$ cat config.mk
export PLATFORM = sky130hd
export DESIGN_NAME = picorv32_sram_ctrl
export DESIGN_NICKNAME = d
export VERILOG_FILES = /design/src/rtl/picorv32_sram_ctrl.sv
export SDC_FILE = /design/constraint.sdc
export NUM_CORES = 1
export LEC_CHECK = 0
export BUFFER_PORTS_ARGS = -buffer_cell sky130_fd_sc_hd__buf_4
export CORE_ASPECT_RATIO = 1.4
export CORE_UTILIZATION = 51
export CTS_CLUSTER_DIAMETER = 60
export DETAILED_ROUTE_END_ITERATION = 12
export PLACE_DENSITY = 0.89
export SETUP_SLACK_MARGIN = 0.05
export SLEW_MARGIN = 20
export SYNTH_ARGS = -nofsm -noshare
export SYNTH_HDL_FRONTEND = slang
export SYNTH_SLANG_ARGS = --single-unit
export TNS_END_PERCENT = 100
$ cat constraint.sdc
create_clock -name clk -period 6.05 [get_ports clk]
set_clock_uncertainty 0.15 [all_clocks]
set_input_delay 0.3025 -clock clk [delete_from_list [all_inputs] [get_ports clk]]
set_output_delay 0.3025 -clock clk [all_outputs]
set_load 0.03 [all_outputs]
$ cat src/rtl/picorv32_sram_ctrl.sv
`default_nettype none
// ============================================================================
// Module   : picorv32_sram_ctrl
// Purpose  : PicoRV32 native-memory responder driving RW port 0 of a
//            sky130 1rw1r 32x512 SRAM macro, with window decode and a
//            sticky out-of-window error flag.
// Revision : 1.0  initial release
// ============================================================================
module picorv32_sram_ctrl #(
   parameter int          ADDR_WIDTH = 9,
   parameter logic [31:0] BASE_ADDR  = 32'h0000_0000,
   parameter int          READ_WAIT  = 0
) (
   input  logic                  clk,
   input  logic                  resetn,
   input  logic                  mem_valid,
   input  logic [31:0]           mem_addr,
   input  logic [31:0]           mem_wdata,
   input  logic [3:0]            mem_wstrb,
   output logic                  mem_ready,
   output logic [31:0]           mem_rdata,
   output logic                  sram_csb0,
   output logic                  sram_web0,
   output logic [3:0]            sram_wmask0,
   output logic [ADDR_WIDTH-1:0] sram_addr0,
   output logic [31:0]           sram_din0,
   input  logic [31:0]           sram_dout0,
   output logic                  busy,
   output logic                  err,
   output logic [31:0]           err_addr,
   input  logic                  err_clr
);

   localparam logic [2:0] c_WAIT_INIT = 3'(READ_WAIT);

   typedef enum logic [1:0] {
      IDLE   = 2'd0,
      ACCESS = 2'd1,
      WAIT   = 2'd2,
      RESP   = 2'd3
   } state_t;

   state_t                state_q;
   logic [2:0]            wait_cnt_q;
   logic                  mem_ready_q;
   logic [31:0]           mem_rdata_q;
   logic                  sram_csb0_q;
   logic                  sram_web0_q;
   logic [3:0]            sram_wmask0_q;
   logic [ADDR_WIDTH-1:0] sram_addr0_q;
   logic [31:0]           sram_din0_q;
   logic                  err_q;
   logic [31:0]           err_addr_q;

   logic                  w_in_window;
   logic                  w_unused_addr_bits;

   // Upper address bits select the SRAM window; the low word offset bits
   // address the macro and the byte offset is meaningless for word accesses.
   assign w_in_window        = (mem_addr[31:ADDR_WIDTH+2] == BASE_ADDR[31:ADDR_WIDTH+2]);
   assign w_unused_addr_bits = ^mem_addr[1:0];

   // Transaction FSM; every macro-facing and CPU-facing output is a register.
   always_ff @(posedge clk or negedge resetn) begin
      if (!resetn) begin
         state_q       <= IDLE;
         wait_cnt_q    <= 3'd0;
         mem_ready_q   <= 1'b0;
         mem_rdata_q   <= 32'd0;
         sram_csb0_q   <= 1'b1;
         sram_web0_q   <= 1'b1;
         sram_wmask0_q <= 4'd0;
         sram_addr0_q  <= '0;
         sram_din0_q   <= 32'd0;
         err_q         <= 1'b0;
         err_addr_q    <= 32'd0;
      end else begin
         // Clear first so that a same-cycle out-of-window decode overrides it.
         if (err_clr) begin
            err_q <= 1'b0;
         end
         case (state_q)
            IDLE: begin
               if (mem_valid) begin
                  if (w_in_window) begin
                     sram_addr0_q  <= mem_addr[ADDR_WIDTH+1:2];
                     sram_din0_q   <= mem_wdata;
                     sram_wmask0_q <= mem_wstrb;
                     sram_web0_q   <= (mem_wstrb == 4'd0);
                     sram_csb0_q   <= 1'b0;
                     state_q       <= ACCESS;
                  end else begin
                     // Answer without selecting the macro; writes are dropped.
                     err_q       <= 1'b1;
                     err_addr_q  <= mem_addr;
                     mem_rdata_q <= 32'd0;
                     mem_ready_q <= 1'b1;
                     state_q     <= RESP;
                  end
               end
            end
            ACCESS: begin
               // Macro captures on this edge; deselect it right away.
               sram_csb0_q <= 1'b1;
               sram_web0_q <= 1'b1;
               if (!sram_web0_q) begin
                  mem_ready_q <= 1'b1;
                  state_q     <= RESP;
               end else begin
                  wait_cnt_q <= c_WAIT_INIT;
                  state_q    <= WAIT;
               end
            end
            WAIT: begin
               if (wait_cnt_q != 3'd0) begin
                  wait_cnt_q <= wait_cnt_q - 3'd1;
               end else begin
                  mem_rdata_q <= sram_dout0;
                  mem_ready_q <= 1'b1;
                  state_q     <= RESP;
               end
            end
            RESP: begin
               mem_ready_q <= 1'b0;
               state_q     <= IDLE;
            end
            default: begin
               state_q <= IDLE;
            end
         endcase
      end
   end

   assign mem_ready   = mem_ready_q;
   assign mem_rdata   = mem_rdata_q;
   assign sram_csb0   = sram_csb0_q;
   assign sram_web0   = sram_web0_q;
   assign sram_wmask0 = sram_wmask0_q;
   assign sram_addr0  = sram_addr0_q;
   assign sram_din0   = sram_din0_q;
   assign busy        = (state_q != IDLE);
   assign err         = err_q;
   assign err_addr    = err_addr_q;

endmodule
`default_nettype wire

==> flow_summary.ini <==
[detailed_routing]
vias = 4684
drcViolationCount = 0
routedWlPerCell_um = 22.2
wl_mm = 18.0
ant_nets = 0
drtIter0Drc = 336
viasPerCell = 5.78
drt-pass1-iter-count = 5

[floorplanning]
start_util_pct = 52.8
rows = 42
io_pins = 218
fp.dieArea_sq_um = 10300
core_area_sq_um = 9510
dieWidth_um = 85.9
fp.dieH_um = 119

[sta]
slew_headroom_pct = 28.7
slew_viol_final = 0
setup_tns_ns = 0
tightest_slew_ns = 1.07
hold_viol = 0
rsz0062_at_grt = false
setup_ws_ns = 2.82
setup_viol = 0
finalCritPeriodShare_pct = 53.4
fmax_mhz = 309
fin_crit_ns = 3.23

[grt]
grt_overflow = 0
grt_pass1_wl_mm = 27.6
grt_pass1_vias = 5180
antenna_found_initial = 0
grt.total_usage_pct = 36.3
grt_max_degree = 73

[cells_and_area]
final_area_sq_um = 8360
multiInputGateArea_sq_um = 1940
num-fill-cells = 411
antenna_cells = 0
area_delta_synth_final_pct = 66.5
drive_above_1_share_pct = 48.5
layout.nets = 777
regArea_sq_um = 2960

[worst_hold_path]
hp-class = primary input to register

[clock_tree]
cts_resized = 0
path_clk_slew_ns = 0.06
clock-sinks = 118
cts_tree = done
cts_made_buffers = 17
root_buffer = clkbuf_16
htreeDepth = 4
hold_buffers = 96
cts_setup_buffers = 0
cts_buffer_depth = 2
insertion_delay_ns = 0.42

[worst_setup_path]
worstPathRequired_ns = 6.19
crit_path_cell_trace = dlygate4sd3_1 -> buf_4 -> or4_4 -> nor4_2 -> and3_2 -> mux2_2
crit_type = primary input to register
cp_max_fo = 46
cp_slowest_cell = and3_2
crit_path_start_kind = primary input
slowest_delay_ns = 0.99
end_kind = register
cp.arrival_ns = 3.37

[synthesis]
syn-num-nets = 461
syn_area_sq_um = 5020
yosys.area_share.simple_pct = 3.94
synth_area_leaders = dfrtp_1 (58%), mux2_2 (15%), a22o_1 (7.1%)
netlist_top_cells_count = dfrtp_1 (116), mux2_2 (68), a22o_1 (41)
yosys_register_bits = 118
synth_top_area_share_pct = 57.8
synthFlopType = dfrtp_1
synth.area.mux_share_pct = 16.1
synth_cell_types = 39
avgSynthCellArea_sq_um = 14.4
ys_warn_count = 0
ys_seq_area_share_pct = 58.8
async_reset_ff_share_pct = 100
synth_edf_count = 0
synth_top_family_by_area = compound AO/OA/AOI/OAI gates
synthCells = 350
synth_area_leader_cell = dfrtp_1
synth_xor_area_share_pct = 0
synth_compound_area_share_pct = 16.2
synth-adder-area-share_pct = 1.74
yosys.cell_count.top_type = dfrtp_1

[pwr]
ir_drop_uv = 365
powerDensity_nw_per_um2 = 484
leakage_nw = 4.15

[placement]
place_ws_ns = 3.00
place_area_sq_um = 6750
io_buffers = 217
dp_hpwl_mm = 8.96
gp_congestion = 0.806

[run]
max-cap-violations = 0

[outcome]
status = completed
-- worst paths after layout --
| check | startpoint | end | slack [ns] | cells past startpoint |
|---|---|---|---|---|
| setup / recovery | mem_addr[27] | sram_addr0[8] | 2.82 | 6 |
| hold / removal | mem_addr[16] | err_addr[16] | 0.01 | 2 |
| setup reg to reg | state_q[0] | sram_addr0[8] | 2.89 | 5 |
| hold reg to reg | err_addr[26] | err_addr[26] | 0.35 | 1 |
| max in group asynchronous | resetn | sram_wmask0[1] | 4.08 | 3 |
| min in group asynchronous | resetn | err_addr[20] | 0.30 | 2 |
-- routing by layer --
| layer | up-vias | track usage [%] | share of wire (%) |
|---|---|---|---|
| li1 | 1988 | - | - |
| met2 | 288 | 65.9 | 56 |
| met3 | 75 | 8.25 | 5.6 |
| met4 | 0 | 19.6 | 4.7 |
| met5 | - | 0 | 0 |
| met1 | 2333 | 38.0 | 34 |
-- state kept, by name (all words and copies together) (netlist names) --
signal and count:
sram_wmask0 4, sram_web0 1, sram_csb0 1, mem_rdata 32
mem_ready 1, sram_din0 32, state_q 2, wait_cnt_q 3
err_addr 32, err 1, sram_addr0 9
-- power by group --
part	internal, mW	switching [mW]	total, mW	leakage, nW
sequential	1.03	0.197	1.22	1.51
clock	0.709	0.360	1.07	0.305
combinational	0.757	0.998	1.76	2.34
total	2.49	1.56	4.05	4.15
-- final cells by class --
type | count | share of cell area (%)
well taps | 132 | 1.98
repair buffers | 320 | 31.8
multi-input cells | 200 | 23.1
inverters | 9 | 0.404
clock inverters | 9 | 1.78
flip-flops and latches | 118 | 35.3
clock buffers | 23 | 5.60
-- critical path, delay by kind of cell --
| family | cells | cell delay [ns] |
|---|---|---|
| buffers and inverters | 2 | 0.71 |
| multiplexers | 1 | 0.44 |
| AND/OR/NAND/NOR | 3 | 1.90 |
-- cell families after synthesis --
logic type	count (synthesis)
flops	118
compound gates	91
mux	72
buf+inv	32
simple gates	30
fa+ha+maj	7
-- cells in the final DEF (no fill, tap or decap), types with 2 or more instances in the layout --
cell and n:
nor2_1 7, nand2b_1 2, inv_1 9, mux2_1 2, o21ai_0 3, clkbuf_1 4, clkinv_2 4, buf_4 221
dfrtp_1 116, nor2b_1 2, mux2_2 68, dlygate4sd3_1 98, a221o_1 32, a31oi_1 4, nand4_1 2, ha_1 7
clkbuf_8 2, clkbuf_16 17, dfstp_2 2, or4_4 2, nor4_1 4, nand2_1 3, nor3b_1 2, bufinv_16 4
mux2i_1 2, a22o_1 41
-- stage by stage --
| stage | util, % | instances | total power, mW | hold WS [ns] |
|---|---|---|---|---|
| floorplan | - | 350 | 2.21 | -0.143 |
| detailed placement | 71.0 | 680 | 2.82 | 0.195 |
| global placement | 71.0 | 680 | 2.76 | 0.184 |
| global route | 87.9 | 811 | 4.18 | 0.000875 |
| finish | 87.9 | 811 | 4.05 | 0.00953 |
| CTS | 87.5 | 808 | 3.94 | 0.000560 |
(Power assumes the default switching activity.)
